**src/rtl/umult_norm_pkg.sv**
```systemverilog
// Shared definitions for the multi-channel pixel x norm-factor stream multiplier:
// default widths, lane slicing and the clamping counter add.
package umult_norm_pkg;

    localparam int unsigned DEF_NUM_CH           = 4;
    localparam int unsigned DEF_INT_WIDTH        = 8;
    localparam int unsigned DEF_FRAC_WIDTH       = 16;
    localparam int unsigned DEF_MODULE_OUT_WIDTH = 8;
    localparam int unsigned DEF_SAT_CNT_WIDTH    = 16;

    localparam int unsigned BUS_MAX  = 256;
    localparam int unsigned LANE_MAX = 64;
    localparam int unsigned CNT_MAX  = 32;
    localparam int unsigned CNT_EXT  = CNT_MAX + 1;

    localparam bit DEF_WIDTHS_OK = (DEF_FRAC_WIDTH >= DEF_MODULE_OUT_WIDTH);

    function automatic bit widths_ok(input int unsigned frac_w, input int unsigned out_w);
        return frac_w >= out_w;
    endfunction

    // Extract lane k of width w from a packed multi-lane bus.
    function automatic logic [LANE_MAX-1:0] lane_slice(input logic [BUS_MAX-1:0] bus,
                                                       input int unsigned k,
                                                       input int unsigned w);
        logic [BUS_MAX-1:0]  shifted;
        logic [LANE_MAX-1:0] mask;
        shifted = bus >> (k * w);
        mask    = (w >= LANE_MAX) ? '1 : ((LANE_MAX'(1) << w) - LANE_MAX'(1));
        return shifted[LANE_MAX-1:0] & mask;
    endfunction

    // a + b clamped to the all-ones value of a w-bit counter.
    function automatic logic [CNT_MAX-1:0] sat_add(input logic [CNT_MAX-1:0] a,
                                                   input logic [CNT_MAX-1:0] b,
                                                   input int unsigned w);
        logic [CNT_MAX:0] sum;
        logic [CNT_MAX:0] max;
        max = (w >= CNT_MAX) ? {1'b0, {CNT_MAX{1'b1}}} : ((CNT_EXT'(1) << w) - CNT_EXT'(1));
        sum = {1'b0, a} + {1'b0, b};
        return (sum > max) ? max[CNT_MAX-1:0] : sum[CNT_MAX-1:0];
    endfunction

endpackage

```
**src/rtl/umult_norm_lane.sv**
```systemverilog
// One channel: S1 multiply, S2 round/saturate/output register, both gated by the stall enable.
// Rounding selected by UMULT_NORM_ROUND_EN (undefined: truncate).
module umult_norm_lane #(
    parameter int unsigned INT_WIDTH  = 8,
    parameter int unsigned FRAC_WIDTH = 16,
    parameter int unsigned OUT_WIDTH  = 8
) (
    input  logic                  clk,
    input  logic                  rst_n,
    input  logic                  en,
    input  logic [INT_WIDTH-1:0]  pixel,
    input  logic [FRAC_WIDTH-1:0] factor,
    output logic [OUT_WIDTH-1:0]  data,
    output logic                  sat
);

    localparam int unsigned PROD_WIDTH = INT_WIDTH + FRAC_WIDTH;
    localparam int unsigned EXT_WIDTH  = PROD_WIDTH + 1;
    localparam int unsigned LSB        = FRAC_WIDTH - OUT_WIDTH;

    logic [PROD_WIDTH-1:0] prod;
    logic [EXT_WIDTH-1:0]  rounded;
    logic [EXT_WIDTH-1:0]  shifted;
    logic                  sat_c;
    logic [OUT_WIDTH-1:0]  data_c;

    always_ff @(posedge clk) begin
        if (!rst_n) begin
            prod <= '0;
        end else if (en) begin
            prod <= PROD_WIDTH'(pixel) * PROD_WIDTH'(factor);
        end
    end

    // Extra top bit catches a rounding carry out of an all-ones integer part.
`ifdef UMULT_NORM_ROUND_EN
    if (LSB > 0) begin : g_round
        assign rounded = EXT_WIDTH'(prod) + (EXT_WIDTH'(1) << (LSB - 1));
    end else begin : g_exact
        assign rounded = EXT_WIDTH'(prod);
    end
`else
    assign rounded = EXT_WIDTH'(prod);
`endif

    assign shifted = rounded >> LSB;
    assign sat_c   = |(shifted >> OUT_WIDTH);
    assign data_c  = sat_c ? '1 : OUT_WIDTH'(shifted);

    always_ff @(posedge clk) begin
        if (!rst_n) begin
            data <= '0;
            sat  <= 1'b0;
        end else if (en) begin
            data <= data_c;
            sat  <= sat_c;
        end
    end

endmodule

```
**src/rtl/umult_norm_stream.sv**
```systemverilog
// Multi-channel pixel x norm-factor stream multiplier with per-frame saturation count.
// Optional round-half-up output via UMULT_NORM_ROUND_EN (default build truncates).
module umult_norm_stream
    import umult_norm_pkg::*;
#(
    parameter int unsigned NUM_CH           = DEF_NUM_CH,
    parameter int unsigned INT_WIDTH        = DEF_INT_WIDTH,
    parameter int unsigned FRAC_WIDTH       = DEF_FRAC_WIDTH,
    parameter int unsigned MODULE_OUT_WIDTH = DEF_MODULE_OUT_WIDTH,
    parameter int unsigned SAT_CNT_WIDTH    = DEF_SAT_CNT_WIDTH
) (
    input  logic                               clk,
    input  logic                               rst_n,
    input  logic [NUM_CH*INT_WIDTH-1:0]        s_pixel_tdata,
    input  logic                               s_pixel_tvalid,
    input  logic                               s_pixel_tlast,
    output logic                               s_pixel_tready,
    input  logic [FRAC_WIDTH-1:0]              norm_factor,
    input  logic                               norm_factor_tvalid,
    output logic [NUM_CH*MODULE_OUT_WIDTH-1:0] m_tdata,
    output logic                               m_tvalid,
    output logic                               m_tlast,
    input  logic                               m_tready,
    output logic [SAT_CNT_WIDTH-1:0]           frame_sat_count,
    output logic                               frame_sat_valid
);

    if (!widths_ok(FRAC_WIDTH, MODULE_OUT_WIDTH) || NUM_CH * INT_WIDTH > BUS_MAX
        || SAT_CNT_WIDTH > CNT_MAX) begin : g_bad_cfg
        $error("umult_norm_stream: unsupported parameter combination");
    end

    logic                     en;
    logic                     take;
    logic                     swap;
    logic                     out_hs;
    logic [FRAC_WIDTH-1:0]    shadow;
    logic [FRAC_WIDTH-1:0]    active;
    logic [FRAC_WIDTH-1:0]    factor_c;
    logic                     pending;
    logic                     frame_start;
    logic                     s1_valid;
    logic                     s1_last;
    logic [NUM_CH-1:0]        lane_sat;
    logic [CNT_MAX-1:0]       beat_sat;
    logic [SAT_CNT_WIDTH-1:0] run_cnt;
    logic [SAT_CNT_WIDTH-1:0] total;

    assign en             = !m_tvalid || m_tready;
    assign s_pixel_tready = en;
    assign take           = s_pixel_tvalid && en;
    assign out_hs         = m_tvalid && m_tready;

    // A pending factor is promoted at a frame start and already applies to that beat.
    assign swap     = take && frame_start && pending;
    assign factor_c = swap ? shadow : active;

    always_ff @(posedge clk) begin
        if (!rst_n) begin
            shadow      <= '0;
            active      <= '0;
            pending     <= 1'b0;
            frame_start <= 1'b1;
        end else begin
            if (norm_factor_tvalid) begin
                shadow <= norm_factor;
            end
            if (norm_factor_tvalid) begin
                pending <= 1'b1;
            end else if (swap) begin
                pending <= 1'b0;
            end
            if (swap) begin
                active <= shadow;
            end
            if (take) begin
                frame_start <= s_pixel_tlast;
            end
        end
    end

    always_ff @(posedge clk) begin
        if (!rst_n) begin
            s1_valid <= 1'b0;
            s1_last  <= 1'b0;
            m_tvalid <= 1'b0;
            m_tlast  <= 1'b0;
        end else if (en) begin
            s1_valid <= s_pixel_tvalid;
            s1_last  <= s_pixel_tvalid && s_pixel_tlast;
            m_tvalid <= s1_valid;
            m_tlast  <= s1_last;
        end
    end

    for (genvar k = 0; k < NUM_CH; k++) begin : g_lane
        umult_norm_lane #(
            .INT_WIDTH  (INT_WIDTH),
            .FRAC_WIDTH (FRAC_WIDTH),
            .OUT_WIDTH  (MODULE_OUT_WIDTH)
        ) u_lane (
            .clk    (clk),
            .rst_n  (rst_n),
            .en     (en),
            .pixel  (INT_WIDTH'(lane_slice(BUS_MAX'(s_pixel_tdata), k, INT_WIDTH))),
            .factor (factor_c),
            .data   (m_tdata[k*MODULE_OUT_WIDTH +: MODULE_OUT_WIDTH]),
            .sat    (lane_sat[k])
        );
    end

    always_comb begin
        beat_sat = '0;
        for (int k = 0; k < NUM_CH; k++) begin
            beat_sat = beat_sat + CNT_MAX'(lane_sat[k]);
        end
    end

    assign total = SAT_CNT_WIDTH'(sat_add(CNT_MAX'(run_cnt), beat_sat, SAT_CNT_WIDTH));

    // Saturation tally is taken at the output handshake so stalls never double count.
    always_ff @(posedge clk) begin
        if (!rst_n) begin
            run_cnt         <= '0;
            frame_sat_count <= '0;
            frame_sat_valid <= 1'b0;
        end else begin
            frame_sat_valid <= 1'b0;
            if (out_hs) begin
                if (m_tlast) begin
                    frame_sat_count <= total;
                    frame_sat_valid <= 1'b1;
                    run_cnt         <= '0;
                end else begin
                    run_cnt <= total;
                end
            end
        end
    end

endmodule

```
**config.mk**
```make
export PLATFORM = sky130hd
export DESIGN_NAME = umult_norm_stream
export DESIGN_NICKNAME = d
export VERILOG_FILES = /design/src/rtl/umult_norm_pkg.sv /design/src/rtl/umult_norm_lane.sv /design/src/rtl/umult_norm_stream.sv
export SDC_FILE = /design/constraint.sdc
export NUM_CORES = 1
export LEC_CHECK = 0
export CAP_MARGIN = 20
export CELL_PAD_IN_SITES_DETAIL_PLACEMENT = 0
export CELL_PAD_IN_SITES_GLOBAL_PLACEMENT = 2
export CORE_UTILIZATION = 43
export CTS_BUF_LIST = sky130_fd_sc_hd__clkbuf_2 sky130_fd_sc_hd__clkbuf_4 sky130_fd_sc_hd__clkbuf_8
export CTS_CLUSTER_DIAMETER = 50
export DETAILED_ROUTE_END_ITERATION = 7
export PLACE_DENSITY_LB_ADDON = 0.1
export SYNTH_ARGS = -nofsm -noshare
export SYNTH_HDL_FRONTEND = slang
export SYNTH_SLANG_ARGS = --single-unit
export TNS_END_PERCENT = 100
```
**constraint.sdc**
```tcl
create_clock -name clk -period 13.2 [get_ports clk]
set_input_delay 2.64 -clock clk [delete_from_list [all_inputs] [get_ports clk]]
set_output_delay 2.64 -clock clk [all_outputs]
set_load 0.02 [all_outputs]
```
# ---- Word-level counts from Yosys, hierarchy flattened
# Cells that the tools add are included.
dict set report totals {
  reg_bits 203
  latchBits 0
  mem_bits_rw 0
  romBits 0
  inputBits 54
  out_inout_bits 52
  wordCells 56
  memories 0
}
dict set report classes {
  add_sub_neg 4
  multipliers 4
  div 0
  n_lt_le_gt_ge 1
  eq_ne 0
  n_shift 0
  muxes 10
  bitwise_logic 0
  reduce_logical 14
}
# cell n
set op_table {}
lappend op_table {{multiplier 8 x 16 -> 24 bit} 4}
lappend op_table {{two-way mux 16 bit} 3}
lappend op_table {{two-way mux 8 bit} 4}
lappend op_table {{OR reduction 8 bit} 4}
lappend op_table {{adder 16 x 4 -> 17 bit} 1}
lappend op_table {{> comparator 17 x 16 -> 1 bit, second input constant} 1}
lappend op_table {{logical AND 1 bit} 5}
lappend op_table {{adder 3 x 1 -> 4 bit} 1}
lappend op_table {{AND reduction 2 bit} 2}
lappend op_table {{adder 2 x 1 -> 3 bit} 1}
lappend op_table {{two-way mux 1 bit} 3}
lappend op_table {{adder 1 x 1 -> 2 bit} 1}
lappend op_table {{nonzero test 2 bit} 1}
lappend op_table {{zero test 1 bit} 1}
lappend op_table {{logical OR 1 bit} 1}

# ---- Depth between registers and ports, before layout
dict set report logic_depth {
  depth_word 7
  ltp_mapped 26
}

# ---- Hierarchy
# From an unflattened synthesis, not the netlist that was laid out.
dict set report unflattened {
  hier_cells 2562
  hier_area_um2 22884.4
}
# module instances cells_each area_per_inst_um2
set by_module_without_submodules {}
lappend by_module_without_submodules {{umult_norm_lane (g_lane[2].u_lane)} 1 579 5054.8}
lappend by_module_without_submodules {{umult_norm_lane (g_lane[1].u_lane)} 1 564 4997.3}
lappend by_module_without_submodules {{umult_norm_lane (g_lane[0].u_lane)} 1 548 4907.2}
lappend by_module_without_submodules {{umult_norm_lane (g_lane[3].u_lane)} 1 553 4858.4}
lappend by_module_without_submodules {umult_norm_stream 1 318 3066.7}

# ---- Worst setup path before layout
# No wires, ideal clock.
dict set report synth_timing {
  path_kind {input port to flip-flop}
  startpoint {input port m_tready}
  endpoint {register g_lane[0].u_lane.prod[22]}
  setup_ps 117
  arrival_ps 8024
  slack_ps 5059
  stages 24
  n_path_buf 3
  path_cell_list {nor2b_1 -> buf_4 -> inv_4 -> nand3_1 -> clkbuf_1 -> nand2_1 -> nand2_1 -> clkbuf_1 -> nand2_1 -> fa_1 -> fa_1 -> inv_1 -> fa_1 -> inv_1 -> fa_1 -> inv_1 -> ha_1 -> a21oi_1 -> o21ai_0 -> a221o_1 -> o21ai_4 -> nor4_1 -> or4_1 -> a32o_1}
}
dict set report synth_via {
  elab_chain_len 6
}
# element line_no
set synth_rtl {}
lappend synth_rtl {{from (decl)} umult_norm_stream.sv:23} ;# input logic m_tready,
lappend synth_rtl {{logical OR 1 bit *} umult_norm_stream.sv:49} ;# assign en = !m_tvalid || m_tready;
lappend synth_rtl {{logical AND 1 bit} umult_norm_stream.sv:51} ;# assign take = s_pixel_tvalid && en;
lappend synth_rtl {{logical AND 1 bit (2 in series)} umult_norm_stream.sv:55} ;# assign swap = take && frame_start && pending;
lappend synth_rtl {{two-way mux 16 bit} n/a}
lappend synth_rtl {{multiplier 8 x 16 -> 24 bit} umult_norm_lane.sv:31} ;# prod <= PROD_WIDTH'(pixel) * PROD_WIDTH'(factor);
lappend synth_rtl {{to (signal assigned)} umult_norm_lane.sv:31}
lappend synth_rtl {{to (decl)} umult_norm_lane.sv:21} ;# logic [PROD_WIDTH-1:0] prod;
# Mark *: on every way between the ends. The rest lies on a longest branch, timed or not.
# A chain may end at the register's enable or synchronous reset.

# ---- Final worst setup path
dict set report layout_timing {
  startpoint {input port m_tready}
  endpoint {register g_lane[1].u_lane.prod[21]}
}
dict set report layout_via {
  elab_chain_len 6
}
# element line_no
set layout_rtl {}
lappend layout_rtl {{logical OR 1 bit *} umult_norm_stream.sv:49}
lappend layout_rtl {{logical AND 1 bit} umult_norm_stream.sv:51}
lappend layout_rtl {{logical AND 1 bit (2 in series)} umult_norm_stream.sv:55}
lappend layout_rtl {{two-way mux 16 bit} n/a}
lappend layout_rtl {{multiplier 8 x 16 -> 24 bit} umult_norm_lane.sv:31}
lappend layout_rtl {{to (signal assigned)} umult_norm_lane.sv:31}
lappend layout_rtl {{to (decl)} umult_norm_lane.sv:21}
# Marks and branches as above.

==> metrics.md <==
| Metric | Value |
|---|---|
| Status | completed |
| Global route overflow | 0 |
| Largest stage delay on the critical path | 0.86 ns |
| Area fraction of the dominant cell type after synthesis | 0.2986 |
| Area of the multi-input gates | 17110 um2 |
| Cell types occupying the most area after synthesis | fa_1 (30%), dfxtp_1 (15%), ha_1 (9.2%) |
| LEAKAGE | 0.01169 uW |
| Cts bufs inserted | 17 |
| Number of global-route vias before repair | 18829 |
| Antenna violations before repair | 4 |
| Number of setup buffers added after CTS | 0 |
| Count of cells along the worst register-to-register path | 20 |
| Detailed-route vias per instance | 5.442 |
| Xor/xnor cell area share of the yosys netlist | 0.01560 |
| TritonCTS sink count | 171 |
| Combined global-route utilization of all metal layers | 0.2546 |
| Synth Warn # | 0 |
| Area used by sequential logic in the layout | 3423 um2 |
| Launching instance or port of the critical path | m_tready |
| Data arrival, critical path | 10.24 ns |
| Net Count, Synth | around 3100 |
| Number of inserted filler cells in the final layout | 5164 |
| Simple logic cell fraction of the synthesized area | 0.2179 |
| Proportion of layout cells with a drive suffix above 1 | 0.04560 |
| Total Die Area | 53150 um2 |
| Number of instances in the synthesized netlist | 2565 |
| Count leader, synth | inv_1 |
| Final layout net count | 3129 |
| Top cell family by delay on the critical path | adder cells |
| Post-CTS Hold Buffers | 0 |
| Vias after detailed routing | 17785 |
| Number of endpoints failing setup at the final stage | 0 |
| Iter 0 DRT Violations | slightly below 800 |
| Routed wire per std cell | 19.49 um |
| Tcrit/Tclk final | 0.7439 |
| Fmax | 101.8 MHz |
| Reg2reg setup slack | 5.61 ns |
| Post-CTS resize count | 0 |
| Ordered list of cells on the worst path | clkdlybuf4s50_1, nor2b_4, inv_4, nand3_1, mux2i_4, buf_4, nor2b_1, fa_1, fa_1, fa_1, inv_1, fa_1, inv_1, ha_1, a21oi_1, o211ai_1, a211oi_1, a21oi_2, a311o_1, a2111oi_0, a211oi_1 |
| Final design area excluding fillers | between 20000 and 25000 um2 |
| Number of antenna diodes | 0 |
| Final Wtd Congestion | 0.8208 |
| Die W | 230.5 um |
| Port buffer count | ~110 |
| Largest net degree at the start of global routing | 55 |
| Library cells used by synthesis | between 80 and 90 |
| Clock root cell | clkbuf_8 |
| IR drop worst, VDD | around 0.000066 V |
| Number of max-cap violations | 0 |
| End of the critical path | g_lane[1].u_lane.prod[21] |
| Cell type with the largest total area after synthesis | fa_1 |
| Setup crit start kind | input pin |
| Adder and majority gate portion of the synthesized area | 0.3905 |
| Overall die height | 230.5 um |
| Unrepaired setup endpoints after global routing | false |
| Post-detailed-placement cell area | about 24000 um2 |
| Instance count along the most critical hold path | 2 |
| Seq cells post-synth | 171 |
| Number of hold violations in the final report | 0 |
| Total iterations of the first detailed-routing run | 5 |
| Top FF cell, synth | dfxtp_1 |
| Top Ports | 106 |
| Levels on crit path | 21 |
| Number of remaining DRC errors | 0 |
| Clock edge transition at the registers on the reported setup and hold paths | 0.10 ns |
| Initial Utilization | 0.4360 |
| DP HPWL | 46880 um |
| Critical path class | in2reg |
| Floorplan Core Area | roughly 50000 um2 |
| Area fraction in compound gates after synthesis | 0.1209 |
| Multiplexer share of the synthesized area | 0.01409 |
| Minimum period implied by the final worst setup slack | 9.820 ns |
| Path category of the worst min-delay check | reg2reg |
| Number of rows in the core area | 83 |
| First-pass GRT wire length | 105400 um |
| Final wirelength | 63690 um |
| Combinational family with the most area after synthesis | adder cells |
| Layout Skew | 0.02499 ns |
| Post-Route Utilization | 0.4756 |
| Share of synthesized area occupied by flip-flops and latches | 0.1524 |
| Ratio of total power to cell area | 57.16 nW/um2 |
| Async SR Flop Fraction | 0 |
| Type of element capturing the critical path | flip-flop |
| Cell seen most often among critical-path stages | fa_1 |
| Cell area after synthesis | between 20000 and 25000 um2 |
| Reg2reg end | g_lane[1].u_lane.prod[21] |
| Critical Path RT | 13.62 ns |
| Post-synth top cells | inv_1 (388), fa_1 (335), and2_1 (314), nand2_1 (222), dfxtp_1 (171) |
| Synthesis-to-layout area growth | 9.086% |
| CTS HTree Levels | 4 |
| Crit Reg-Reg Startpoint | m_tvalid |
| Buf+Inv Stages, Crit Path | 5 |
| Worst-margin pin slew | around 1 ns |
| Post-synth EDFFs | 0 |
| CTS tree | yes |
| Crit path max-delay cell type | mux2i_4 |
| Number of routed nets with antenna violations | 0 |
| Worst max-slew margin expressed relative to the limit | 0.3258 |
| Mapped Avg Cell Area | 8.756 um2 |
| Clock tree buffer depth | 2 |
| Maximum fanout along the worst path | 40 |
| Clk Latency, worst-skew pair | 0.55 ns |
| Summed negative setup slack over all endpoints | 0 ns |
| Final slew viol count | 0 |
## flip-flops by register name (all words and copies together), names as in the netlist
name	cells
active	16
frame_sat_count	16
frame_sat_valid	1
frame_start	1
g_lane.u_lane.data	32
g_lane.u_lane.prod	64
g_lane.u_lane.sat	4
m_tlast	1
m_tvalid	1
pending	1
run_cnt	16
s1_last	1
s1_valid	1
shadow	16
## worst reg2reg max path: stages (launching register included)
cell,delay [ns]
dfxtp_1,0.36
nor2b_4,0.17
inv_4,0.42
nand3_1,0.87
mux2i_4,0.86
buf_4,0.40
nor2b_1,0.11
fa_1,0.51
fa_1,0.52
fa_1,0.49
inv_1,0.05
fa_1,0.47
inv_1,0.04
ha_1,0.35
a21oi_1,0.25
o211ai_1,0.14
a211oi_1,0.34
a21oi_2,0.19
a311o_1,0.39
a2111oi_0,0.45
a211oi_1,0.08
## report_power, final
part	switching (uW)	total (uW)	leakage, uW	internal, uW
Clock	248	398	0.000203	150
Sequential	29.4	581	0.00139	551
Combinational	252	422	0.0101	170
Total	529	1400	0.0117	871
## per-stage QoR
step | hold WS, ns | worst slack (ns) | power [uW] | std cells
CTS | 0.4608 | 3.429 | 1420 | 3268
global route | 0.4808 | 2.832 | 1489 | 3268
global placement | 0.4397 | 2.896 | 1012 | 3234
finish | 0.4578 | 3.380 | 1400 | 3268
detailed placement | 0.4460 | 2.838 | 1016 | 3236
floorplan | 0.4251 | 5.059 | 848.4 | 2565
## routing by layer
metal	wire, um	track usage	vias up
met3	2380	0.03224	73
met4	1386	0.07161	4
met2	30700	0.4309	345
met1	29200	0.3406	9074
met5	30	0	-
li1	-	-	8289
## layout by cell type (no fill, tap or decap), drive strengths merged, types with 74 or more instances in the layout
cell	count
fa	335
inv	397
dfxtp	171
nor2	87
o21ai	74
a21oi	98
nor2b	129
nand2	222
and2	315
ha	165
clkdlybuf4s50	104
## cell families after synthesis
family	count (synthesis)
AND/OR/NAND/NOR	910
adder cells (fa/ha/maj)	500
buffers and inverters	527
AO/OA/AOI/OAI	386
multiplexers	31
XOR/XNOR	40
flip-flops	171
## worst min-delay path by stage
stage	startpoint	endpoint	slack, ns
2_1_floorplan	g_lane[0].u_lane.prod[19]	g_lane[0].u_lane.prod[19]	0.43
3_3_place_gp	g_lane[2].u_lane.prod[17]	g_lane[2].u_lane.prod[17]	0.44
3_5_place_dp	g_lane[2].u_lane.prod[16]	g_lane[2].u_lane.prod[16]	0.45
4_1_cts	s1_valid	s1_valid	0.46
5_1_grt	g_lane[0].u_lane.prod[13]	g_lane[0].u_lane.prod[13]	0.48
6_report	g_lane[1].u_lane.prod[15]	g_lane[1].u_lane.prod[15]	0.46
## final cells by class
| class | instances | area share |
|---|---|---|
| tap | 680 | 0.03473 |
| timing repair buffer | 128 | 0.05015 |
| inverter | 390 | 0.05985 |
| clock buffer | 18 | 0.01011 |
| multi-input combinational | 1867 | 0.6985 |
| sequential | 171 | 0.1397 |
| clock inverter | 14 | 0.006946 |
No activity file was read; power rests on OpenSTA's default activity.
